==> src/rtl/patch_loader.sv <==
// Packs an 8-bit pixel byte stream into LANES-byte RAM words and writes them
// to consecutive (wrapping) addresses starting at a latched base address.

module patch_lane (
    input  logic       clk,
    input  logic       rst,
    input  logic       we,
    input  logic [7:0] d,
    output logic [7:0] q
);
    always_ff @(posedge clk or posedge rst) begin
        if (rst)     q <= '0;
        else if (we) q <= d;
    end
endmodule

module patch_loader #(
    parameter int LANES = 12,
    parameter int AW    = 11
) (
    input  logic               clk,
    input  logic               rst,
    input  logic               start,
    input  logic [AW-1:0]      base_addr,
    input  logic [AW-1:0]      num_words,
    input  logic               s_valid,
    input  logic [7:0]         s_data,
    output logic               s_ready,
    output logic               wea,
    output logic [AW-1:0]      addra,
    output logic [8*LANES-1:0] din,
    output logic               busy,
    output logic               done
);
    localparam int            LW        = (LANES > 1) ? $clog2(LANES) : 1;
    localparam logic [LW-1:0] LAST_LANE = LW'(LANES - 1);

    typedef enum logic [1:0] {IDLE, COLLECT, WRITE, DONE} state_t;

    state_t                 state, state_nxt;
    logic [AW-1:0]          base_q, num_q, word_cnt;
    logic [LW-1:0]          lane_cnt;
    logic [LANES-1:0]       lane_we;
    logic [LANES-1:0][7:0]  lane_q;
    logic                   xfer, last_xfer, start_ok, last_word;

    assign start_ok  = (state == IDLE) && start;
    assign xfer      = s_valid && s_ready;
    assign last_xfer = xfer && (lane_cnt == LAST_LANE);
    assign last_word = (word_cnt + AW'(1)) == num_q;

    always_comb begin
        state_nxt = state;
        s_ready   = 1'b0;
        busy      = 1'b1;
        done      = 1'b0;
        case (state)
            IDLE: begin
                busy = 1'b0;
                if (start)
                    state_nxt = (num_words == '0) ? DONE : COLLECT;
            end
            COLLECT: begin
                s_ready = 1'b1;
                if (last_xfer) state_nxt = WRITE;
            end
            WRITE:   state_nxt = last_word ? DONE : COLLECT;
            DONE: begin
                done      = 1'b1;
                state_nxt = IDLE;
            end
            default: state_nxt = IDLE;
        endcase
    end

    // wea/addra are loaded on the last byte so they line up with the WRITE cycle.
    always_ff @(posedge clk or posedge rst) begin
        if (rst) begin
            state    <= IDLE;
            base_q   <= '0;
            num_q    <= '0;
            word_cnt <= '0;
            lane_cnt <= '0;
            wea      <= 1'b0;
            addra    <= '0;
        end else begin
            state <= state_nxt;
            wea   <= last_xfer;
            if (start_ok) begin
                base_q   <= base_addr;
                num_q    <= num_words;
                word_cnt <= '0;
                lane_cnt <= '0;
            end
            if (xfer)
                lane_cnt <= last_xfer ? '0 : lane_cnt + LW'(1);
            if (last_xfer)
                addra <= base_q + word_cnt;
            if (state == WRITE)
                word_cnt <= word_cnt + AW'(1);
        end
    end

    for (genvar k = 0; k < LANES; k++) begin : g_lane
        assign lane_we[k] = xfer && (lane_cnt == LW'(k));
        patch_lane u_lane (
            .clk (clk),
            .rst (rst),
            .we  (lane_we[k]),
            .d   (s_data),
            .q   (lane_q[k])
        );
    end

    assign din = lane_q;
endmodule
==> config.mk <==
export PLATFORM = sky130hd
export DESIGN_NAME = patch_loader
export DESIGN_NICKNAME = d
export VERILOG_FILES = /design/src/rtl/patch_loader.sv
export SDC_FILE = /design/constraint.sdc
export NUM_CORES = 1
export LEC_CHECK = 0
export CAP_MARGIN = 10
export CORE_ASPECT_RATIO = 0.75
export CORE_UTILIZATION = 50
export DETAILED_ROUTE_END_ITERATION = 8
export GPL_ROUTABILITY_DRIVEN = 0
export PLACE_DENSITY = 0.82
export SKIP_CTS_REPAIR_TIMING = 1
export SLEW_MARGIN = 10
export SYNTH_ARGS = -nofsm -noshare
export SYNTH_HDL_FRONTEND = slang
export SYNTH_SLANG_ARGS = --single-unit
export TNS_END_PERCENT = 10
==> constraint.sdc <==
create_clock -name clk -period 5.8 [get_ports clk]
set_input_delay 1.16 -clock clk [delete_from_list [all_inputs] [get_ports clk]]
set_output_delay 1.16 -clock clk [all_outputs]
set_load 0.03 [all_outputs]
# Word-level counts from Yosys, hierarchy flattened
# Index checks and enable logic that the tools add are counted.
[totals]
register_bits = 147
latch_bits = 0
ramBits = 0
mem_bits_ro = 0
inputBits = 34
output_inout_bits = 111
wordCells = 72
memories = 0
[classes]
n_addsub = 3
n_mul = 0
div_mod_pow = 0
magnitude_cmp = 0
eq_ne = 17
shifts = 0
n_mux = 13
n_bitwise = 0
reduce_logical = 20
[op_table]
columns = ["operator", "n"]
rows = [
  ["$mux W11", 2],
  ["$eq A4 B3 Y1 const B", 4],
  ["$eq A4 B4 Y1 const B", 4],
  ["$logic_and A1 B1 Y1", 14],
  ["$mux W4", 3],
  ["$add A11 B1 Y11 const B", 1],
  ["$add A11 B11 Y11", 1],
  ["$eq A11 B11 Y1", 1],
  ["$logic_not A11 Y1", 1],
  ["$eq A4 B2 Y1 const B", 2],
  ["$mux W2", 4],
  ["$pmux W2 S4", 1],
  ["$add A4 B1 Y4 const B", 1],
  ["$eq A2 B2 Y1 const B", 2],
  ["$eq A4 B1 Y1 const B", 1],
  ["$logic_not A4 Y1", 1],
  ["$ne A2 B2 Y1 const B", 2],
  ["$reduce_bool A2 Y1", 2],
  ["$mux W1", 3],
  ["$eq A2 B1 Y1 const B", 1],
  ["$logic_not A2 Y1", 1],
  ["$reduce_and A2 Y1", 1],
]

# Longest topological paths before layout
[depth]
depth_word = 6
mapped_depth = 8

# Hierarchy
# From an unflattened synthesis, not the netlist that was laid out.
[unflattened]
cells_unflattened = 516
hier_area_um2 = 6966.7
[modules_own_cells]
columns = ["module", "n_inst", "cells_per_inst", "area_each_um2", "seq_area_each_um2"]
rows = [
  ["patch_lane", 12, 18, 335.3, 200.2],
  ["patch_loader", 1, 300, 2942.8, 1276.2],
]

# Worst setup path after synthesis
# Ideal clock, no wire load.
[synth_path]
kind = "input -> register"
from = "in s_valid"
to = "reg state[0]"
t_arrival_ps = 2245
required_ps = 5676
setup_slack_ps = 3431
path_stages = 5
path_buffers = 1
cell_sequence = "nand3b_1 -> nor3b_2 -> nand2_1 -> clkbuf_1 -> a211o_1"
[synth_via]
elab_chain_cells = 4
[synth_rtl]
columns = ["item", "line_no", "rtl"]
rows = [
  ["from (decl)", "26", "input logic s_valid,"],
  ["$logic_and A1 B1 Y1", "48", "assign xfer = s_valid && s_ready;"],
  ["$logic_and A1 B1 Y1", "49", "assign last_xfer = xfer && (lane_cnt == LAST_LANE);"],
  ["$ne A2 B2 Y1 (no source line)", "--", ""],
  ["$reduce_and A2 Y1 (no source line)", "--", ""],
  ["to (signal assigned)", "87", "state <= state_nxt;"],
  ["to (decl)", "40", "state_t state, state_nxt;"],
]
# No other way between the ends.
# A chain may end at the register's enable or synchronous reset.

# Worst setup path after layout
[layout_path]
from = "in s_valid"
to = "reg lane_cnt[3]"
[layout_via]
elab_chain_cells = 4
word_cells_on_any_way = 5
cone_classes = "mux: 2; reduce/logical: 3"
[layout_rtl]
columns = ["item", "line_no", "rtl"]
rows = [
  ["$logic_and A1 B1 Y1 *", "48", ""],
  ["$logic_and A1 B1 Y1", "49", ""],
  ["$mux W4", "96", "lane_cnt <= last_xfer ? '0 : lane_cnt + LW'(1);"],
  ["$mux W4", "95", "if (xfer)"],
  ["to (signal assigned)", "96", ""],
  ["to (decl)", "42", "logic [LW-1:0] lane_cnt;"],
]
# Every way passes the cells marked *; elsewhere a longest branch is shown, timed or not.

==> results.md <==
- Post-synth ARST share: 1.000
- Total power: between 0.004 and 0.005 W
- Critical path arrival: around 3.6 ns
- # Max-Cap Violations: 0
- Psw: between 0.0015 and 0.002 W
- Fmax: 0.3017 GHz
- Warnings, synthesis: 0
- Post-DR vias/cell: 5.406
- GRT Total Usage: 0.2421
- EDFF count, synth: 0
- Sw Share: 0.3826
- Setup crit start: s_valid
- Core footprint: around 0.012 sq mm
- Final hold vios: 0
- Layout cell share with drive strength beyond 1: 0.2281
- # setup viols final: 0
- Total iterations of the first detailed-routing run: 4
- Pint: between 0.002 and 0.003 W
- I/O Buffers: 144
- # DRC: 0
- Sink Count: ~150
- Final setup TNS: 0 ns
- Vias in the first global route: about 4,700
- CP Launch Type: input port
- Hpwl dp: roughly 11 mm
- Post-synthesis sequential area ratio: 0.5733
- Reg2reg path depth: 6
- Final Max Tran Viols: 0
- Die ar.: 0.01329 sq mm
- Sequential share of power: 0.353
- First-pass GRT wire length: ~25 mm
- Top cells by count, synth: dfrtp_1 (147), mux2_2 (106), nand2_1 (66)
- Syn nets: ~560
- Worst-path fanout max: 32
- Hold WS: about 0.49 ns
- Reg2reg end: lane_cnt[3]$_DFFE_PP0P_
- Area growth, synth to finish: 33.23%
- Clock root buffer: clkbuf_16
- Primary FF master, synth: dfrtp_1
- Top cell type's share of synthesized area: 0.5733
- Total congestion overflow: 0
- Initial antenna violation count: 0
- Final Cycle Share: 0.5715
- Cell Pwr Density: ~560 mW/mm^2
- Clock Power Share: 0.214
- Worst vdd ir: 0.3340 mV
- Boundary pin count: around 150
- Yosys top cell by area: dfrtp_1
- Wire per inst: 18.24 um
- Final wirelength: between 15 and 20 mm
- Bufs on Longest Clock Path: 2
- Fin crit period: roughly 3.3 ns
- Antenna Cells: 0
- Final Skew: just over 0.01 ns
- Reg2reg setup slack: between 3 and 4 ns
- Reg-to-Reg Start: state[1]$_DFFE_PP0P_
- CTS Buf Count: 17
- Req. time, crit path: around 6 ns
- Hold crit path type: flop to flop
- CTS tree: done
- CP Capture Point: lane_cnt[3]$_DFFE_PP0P_
- Seq cells post-synth: ~150
- Status: complete, no violations
- RSZ-0062 raised after global routing: no
- Antenna-violating nets left: 0
- Syn Inst Count: slightly above 500
- Pin count of the biggest net entering global routing: ~110
- Synth area leaders: dfrtp_1 (57%), mux2_2 (19%), nand2_1 (3.9%)
- Starting DRC count in detailed routing: 213
- Count leader, synth: dfrtp_1
- Max H-tree Level: 4
- Yosys cell types: 42
- Worst-Skew Late Latency: 0.42 ns
- Leak: a little under 4 nW
- Via count: 4,476
- Die H: about 100 um
- Worst-margin pin slew: between 0.9 and 1 ns
- Combinational power share: 0.433
- Initial Util: 0.5177
- Mapped Avg Cell Area: 12.71 sq um
- Fin nets: 699
- Mapped Area: 0.006416 sq mm
- Setup Crit Path Kind: input port to flop
- Relative slew slack: 0.3511
- Die Width: 132.8 um
- FP Rows: 35
- CP endpoint kind: flop
- Clock Pin Slew Worst Setup and Hold Paths: approximately 0.060 ns
## metal layers
metal	vias up	wire (um)	GRT usage	share of wire
met5	-	0	0	0
met4	0	193	0.09284	0.013
met3	18	680	0.04495	0.045
met2	125	7279	0.3939	0.48
met1	2265	6950	0.3258	0.46
li1	2068	-	-	-
## kinds of logic after synthesis
| family | count (synthesis) | synth area share |
|---|---|---|
| compound gates | 61 | 0.05928 |
| xor+xnor | 24 | 0.03276 |
| fa+ha+maj | 16 | 0.03237 |
| buf+inv | 28 | 0.01872 |
| flops | 147 | 0.5733 |
| mux | 114 | 0.1993 |
| simple gates | 115 | 0.08425 |
## cell usage in the layout (no fill, tap or decap), types with 6 or more instances in the layout
cell type	instances
a21oi_1	8
clkbuf_16	17
clkdlybuf4s50_1	144
dfrtp_1	147
ha_1	15
inv_1	7
inv_6	6
mux2_2	106
nand2_1	66
nand3_1	8
nor2_1	13
o21ai_0	28
o31ai_1	6
xnor2_1	13
xor2_1	11
## flip-flops by register name (all words and copies together), names as in the netlist
signal / flops
base_q: 11
g_lane.u_lane.q: 96
lane_cnt: 4
wea: 1
addra: 11
state: 2
num_q: 11
word_cnt: 11
## worst max-delay path, stage by stage
cell             delay [ns]
clkdlybuf4s50_1        0.49
nand3b_1               0.25
nor3b_2                0.37
nand2_1                0.62
and3_1                 0.42
o21ai_0                0.17
o31ai_1                0.10
## power by group through the flow
stage / clock network, W / registers, W / logic [W]
2_1_floorplan: 0 / 0.00228 / 0.000626
3_3_place_gp: 0 / 0.00168 / 0.00203
3_5_place_dp: 0 / 0.00171 / 0.00208
4_1_cts: 0.00105 / 0.00170 / 0.00209
5_1_grt: 0.00109 / 0.00174 / 0.00219
6_report: 0.00103 / 0.00169 / 0.00207
## per-stage QoR
stage               instance area [sq um]  utilization  std cells  worst slack [ns]
floorplan                            6416            -        505            0.6887
global placement                     7988       0.6445        796             2.261
detailed placement                   7988       0.6445        796             2.080
CTS                                  8547       0.6897        828             2.485
global route                         8548       0.6898        828             2.249
finish                               8548       0.6898        828             2.485
## final cells by class
type / instances / area (sq um)
clock inverters: 14 / 120.1
inverters: 8 / 35.03
repair buffers: 145 / 1449
well taps: 166 / 207.7
multi-input cells: 330 / 2619
flip-flops and latches: 147 / 3679
clock buffers: 18 / 439.2
fillers: 880 / 3845
## worst min-delay path by stage
stage / slack (ns) / start / cells past startpoint / end
after floorplan: 0.49 / base_q[4]$_DFFE_PP0P_ / 1 / base_q[4]$_DFFE_PP0P_
after global placement: 0.47 / addra[9]$_DFFE_PP0P_ / 2 / addra[9]$_DFFE_PP0P_
after detailed placement: 0.48 / g_lane[7].u_lane.q[0]$_DFFE_PP0P_ / 1 / g_lane[7].u_lane.q[0]$_DFFE_PP0P_
after CTS: 0.49 / g_lane[7].u_lane.q[0]$_DFFE_PP0P_ / 1 / g_lane[7].u_lane.q[0]$_DFFE_PP0P_
after global routing: 0.52 / g_lane[5].u_lane.q[4]$_DFFE_PP0P_ / 1 / g_lane[5].u_lane.q[4]$_DFFE_PP0P_
final: 0.49 / g_lane[7].u_lane.q[0]$_DFFE_PP0P_ / 1 / g_lane[7].u_lane.q[0]$_DFFE_PP0P_
No activity file was read; power rests on OpenSTA's default activity.
